$ cat src/rtl/term1_po_capture.sv
// Capture stage for the term1 output vector: change-event FIFO with timestamps plus a MISR signature.
// Events are pushed on the first sample after reset and on every value change; the head is served first-word-fall-through.
module term1_po_capture #(
  parameter int              PO_W  = 10,
  parameter int              DEPTH = 8,
  parameter int              TS_W  = 16,
  parameter logic [PO_W-1:0] POLY  = 10'h009
) (
  input  logic                     clock,
  input  logic                     reset,
  input  logic                     in_valid,
  input  logic [PO_W-1:0]          po_in,
  input  logic                     clear_sig,
  output logic                     out_valid,
  input  logic                     out_ready,
  output logic [TS_W+PO_W-1:0]     out_data,
  output logic [$clog2(DEPTH):0]   count,
  output logic                     ovf,
  output logic [PO_W-1:0]          sig
);
  localparam int AW = $clog2(DEPTH);
  localparam int DW = TS_W + PO_W;

  typedef enum logic {IDLE, RUN} state_t;

  state_t          state_reg, state_next;
  logic [PO_W-1:0] last_reg;
  logic [TS_W-1:0] ts_reg;
  logic [PO_W-1:0] sig_reg, sig_next;
  logic            ovf_reg;
  logic            out_valid_reg;
  logic [DW-1:0]   out_data_reg;
  logic [AW:0]     wr_ptr_reg, rd_ptr_reg;
  logic [DW-1:0]   mem [DEPTH];

  logic            push_req, push_ok, pop, full;
  logic [AW:0]     count_now, rd_ptr_next, wr_ptr_next, count_next;
  logic [DW-1:0]   push_data;

  assign count_now   = wr_ptr_reg - rd_ptr_reg;
  assign full        = (count_now == (AW+1)'(DEPTH));
  assign pop         = out_valid_reg && out_ready;
  assign push_ok     = push_req && (!full || pop);
  assign push_data   = {ts_reg, po_in};
  assign rd_ptr_next = rd_ptr_reg + {{AW{1'b0}}, pop};
  assign wr_ptr_next = wr_ptr_reg + {{AW{1'b0}}, push_ok};
  assign count_next  = wr_ptr_next - rd_ptr_next;

  // Event qualification; IDLE has no baseline, so the first sample always produces an event.
  always_comb begin
    state_next = state_reg;
    push_req   = 1'b0;
    if (in_valid) begin
      case (state_reg)
        IDLE: begin
          push_req   = 1'b1;
          state_next = RUN;
        end
        RUN: push_req = (po_in != last_reg);
        default: state_next = IDLE;
      endcase
    end
  end

  always_comb begin
    sig_next = sig_reg;
    if (clear_sig)
      sig_next = '0;
    else if (in_valid)
      sig_next = {sig_reg[PO_W-2:0], 1'b0} ^ (sig_reg[PO_W-1] ? POLY : '0) ^ po_in;
  end

  always_ff @(posedge clock) begin
    if (reset) begin
      state_reg     <= IDLE;
      last_reg      <= '0;
      ts_reg        <= '0;
      sig_reg       <= '0;
      ovf_reg       <= 1'b0;
      out_valid_reg <= 1'b0;
      wr_ptr_reg    <= '0;
      rd_ptr_reg    <= '0;
    end else begin
      state_reg     <= state_next;
      sig_reg       <= sig_next;
      wr_ptr_reg    <= wr_ptr_next;
      rd_ptr_reg    <= rd_ptr_next;
      out_valid_reg <= (count_next != '0);
      if (in_valid)
        ts_reg <= ts_reg + 1'b1;
      // Baseline follows the sample even when the event itself is dropped.
      if (push_req)
        last_reg <= po_in;
      if (push_req && !push_ok)
        ovf_reg <= 1'b1;
    end
  end

  always_ff @(posedge clock) begin
    if (push_ok)
      mem[wr_ptr_reg[AW-1:0]] <= push_data;
  end

  // Head register: forward the incoming event when it becomes the head, otherwise read memory.
  always_ff @(posedge clock) begin
    if (push_ok && (wr_ptr_reg == rd_ptr_next))
      out_data_reg <= push_data;
    else
      out_data_reg <= mem[rd_ptr_next[AW-1:0]];
  end

  assign out_valid = out_valid_reg;
  assign out_data  = out_data_reg;
  assign count     = count_now;
  assign ovf       = ovf_reg;
  assign sig       = sig_reg;
endmodule
$ cat config.mk
export PLATFORM = sky130hd
export DESIGN_NAME = term1_po_capture
export DESIGN_NICKNAME = d
export VERILOG_FILES = /design/src/rtl/term1_po_capture.sv
export SDC_FILE = /design/constraint.sdc
export NUM_CORES = 1
export LEC_CHECK = 0
export ABC_AREA = 1
export CAP_MARGIN = 20
export CELL_PAD_IN_SITES_DETAIL_PLACEMENT = 0
export CELL_PAD_IN_SITES_GLOBAL_PLACEMENT = 2
export CORE_UTILIZATION = 25
export CTS_BUF_LIST = sky130_fd_sc_hd__clkbuf_4 sky130_fd_sc_hd__clkbuf_8
export CTS_CLUSTER_DIAMETER = 50
export CTS_CLUSTER_SIZE = 28
export DETAILED_ROUTE_END_ITERATION = 12
export PLACE_DENSITY = 0.66
export SKIP_LAST_GASP = 1
export SLEW_MARGIN = 5
export SYNTH_ARGS = -nofsm -noshare
export SYNTH_HDL_FRONTEND = slang
export SYNTH_SLANG_ARGS = --single-unit
$ cat constraint.sdc
create_clock -name clock -period 5.5 [get_ports clock]
set_clock_uncertainty 0.15 [all_clocks]
set_input_delay 1.1 -clock clock [delete_from_list [all_inputs] [get_ports clock]]
set_output_delay 1.1 -clock clock [all_outputs]
set_load 0.05 [all_outputs]
==> results.toml <==
[layout]
num_antenna_cells = 0
largest_reg_flops = 208
final_cell_mix = "208 x edfxtp_1, 206 x nand2_1, 168 x nor2_1"
final_common_cell = "edfxtp_1"
syn2layout_area_growth_pct = 19.9
utilization = 0.307
drive_gt1_frac = 0.102
instances_no_fill = 1772
nets = 1179

[global_routing]
grt_use_total = 0.142
grt_overflow = 0
grt_pass1_wl_mm = 49.6
antenna_found_initial = 0
grt_max_degree = 70
grt_pass1_vias = 7798

[status]
status = "finished, final reports clean"

[yosys]
synth-seq-cells = 281
yosysWarnings = 0
syn_area_sq_um = 11400
synthesis.nets = 1104
synth_cells = 1077
ys_seq_area_frac = 0.674
synth_cell_types = 32
syn_area_per_cell_sq_um = 10.6

[power]
peakVddDrop_mv = 0.309
cellLeakagePower_nw = 5.06
power_mw = 6.60
p_per_area_nw_per_um2 = 482

[sta]
maxSlewViolCount = 0
rsz0062_at_grt = "no"
fmax_mhz = 235
setup_viol = 0
tightest_slew_ns = 0.917
finalSetupTns_ns = 0
finalHoldViolations = 0
worst_slack_ns = 1.25
final.min_clock_period_ns = 4.25
slew_headroom = 0.388
period_share = 0.772

[clock_tree]
cts_sinks = 281
cts_setup_buffers = 0
clkTransAtPathRegs_ns = 0.08
ctsHoldBuffers = 0
cts_tree = "yes"
cts_max_level = 2
clk_latency_ns = 0.58
root_buffer = "clkbuf_8"
post_cts_resized = 0
ctsLongestPathBuffers = 3
numCtsBuffers = 36

[detailed_routing]
drt_pre_antenna_iters = 6
drt_iter0_markers = 516
num_vias = 8018
drt-vias-per-instance = 4.52
wl_per_cell_um = 18.6
drc = 0
routed_wl_mm = 32.9
antenna_left = 0

[setup_path]
cp-end-kind = "flop"
crit_buf_inv = 5
crit_type = "flop to flop"
max_stage_delay_ns = 0.51
cp_data_required_time_ns = 5.80
arrival_ns = 4.55
setup.worst_path.start_class = "flop"
cp_max_fo = 9
crit_path_top_delay_cell = "dfxtp_1"
path_cells = "inv_1 > ha_1 > inv_1 > fa_1 > nor2_1 > nand2_1 > nor2_1 > nand3_1 > nand2_1 > buf_4 > inv_1 > ha_1 > ha_1 > or2_2 > nand2_1 > ha_1 > or2_2 > a21oi_1 > nand3_1 > nand2_1 > inv_1"
cpLargestDelayFamily = "simple AND/OR/NAND/NOR gates"

[floorplanning]
io_pins = 57
dieArea_sq_um = 46600
coreArea_sq_um = 44600
rows = 77
floorplan.initialDensity = 0.256
die_w_um = 216
die_h_um = 216

[place]
dp_cells = 1706
dp_slack_ns = 0.735
dp_hpwl_mm = 18.3
place.gp.congestion = 0.720
port_buffers = 56

[flow_run]
drv_cap = 0

[hold_path]
hp-class = "flop to flop"
[power by group]
part	switching (mW)	total [mW]	internal, mW
clock	0.926	1.80	0.872
sequential	0.0811	2.57	2.49
combinational	1.58	2.23	0.646
total	2.59	6.60	4.01
[path summary, 6_finish.rpt]
check	start	endpoint	slack [ns]	cells after the start
min	ovf$_SDFFE_PP0P_	ovf$_SDFFE_PP0P_	0.31	2
max	wr_ptr_reg[0]$_SDFF_PP0_	out_valid$_SDFF_PP0_	1.25	21
max reg2reg	wr_ptr_reg[0]$_SDFF_PP0_	out_valid$_SDFF_PP0_	1.25	21
min reg2reg	ovf$_SDFFE_PP0P_	ovf$_SDFFE_PP0P_	0.31	2
[logic make-up (layout without fill, tap and decap cells)]
logic type	after synthesis	count (layout)	synth area share
simple gates	440	440	0.158
flops	281	281	0.674
compound gates	213	213	0.101
buf+inv	114	217	0.0395
xor+xnor	17	17	0.0137
fa+ha+maj	12	12	0.0138
[through the flow]
step	instance area, sq um	hold WS [ns]
after global placement	12800	0.292
after CTS	13700	0.310
after global routing	13700	0.339
after floorplan	11400	0.286
final	13700	0.306
after detailed placement	12800	0.299
[tightest hold or removal path: cells and delay by family (launching register included)]
kind	cells	cell delay (ns)
AO/OA/AOI/OAI	1	0.05
buffers and inverters	1	0.04
flip-flops	1	0.31
[routing by layer]
metal	vias up	GRT usage	wire length [um]	share of wire
met1	3946	0.200	15900	0.48
met4	0	0.0359	554	0.017
met2	133	0.227	15200	0.46
li1	3895	-	-	-
met5	-	0	0	0
met3	44	0.0210	1240	0.038
[cell usage after synthesis]
cell	instances	share of area
o21a_1	2	0.0013
a211oi_1	1	0.00066
nand3_1	11	0.0048
dfxtp_1	73	0.13
a21oi_2	1	0.00077
o21ai_0	135	0.059
buf_1	8	0.0026
o21bai_1	1	0.00066
nand2_1	206	0.068
edfxtp_1	208	0.55
a21oi_1	19	0.0083
nor2_4	1	0.00099
buf_2	7	0.0031
nand4_1	31	0.017
inv_1	58	0.019
and3_1	1	0.00055
ha_1	11	0.012
a31oi_1	1	0.00055
o22ai_1	52	0.028
nor3_1	17	0.0074
or2_2	3	0.0016
xor2_2	1	0.0014
xnor2_1	6	0.0046
inv_2	2	0.00066
xor2_1	10	0.0077
nand3b_1	1	0.00066
buf_6	2	0.0020
clkbuf_1	37	0.012
nor2_1	168	0.055
o21ba_2	1	0.00088
nand4_4	1	0.0019
fa_1	1	0.0018
[area by class of cell]
cell class,count,area [sq um]
clock buffer,40,544
clock inverter,26,320
fill,4620,30900
inverter,60,225
multi-input combinational,682,3340
sequential,281,7710
tap,592,741
timing repair buffer,91,823
Note: power is estimated with default switching activity, not from simulation.
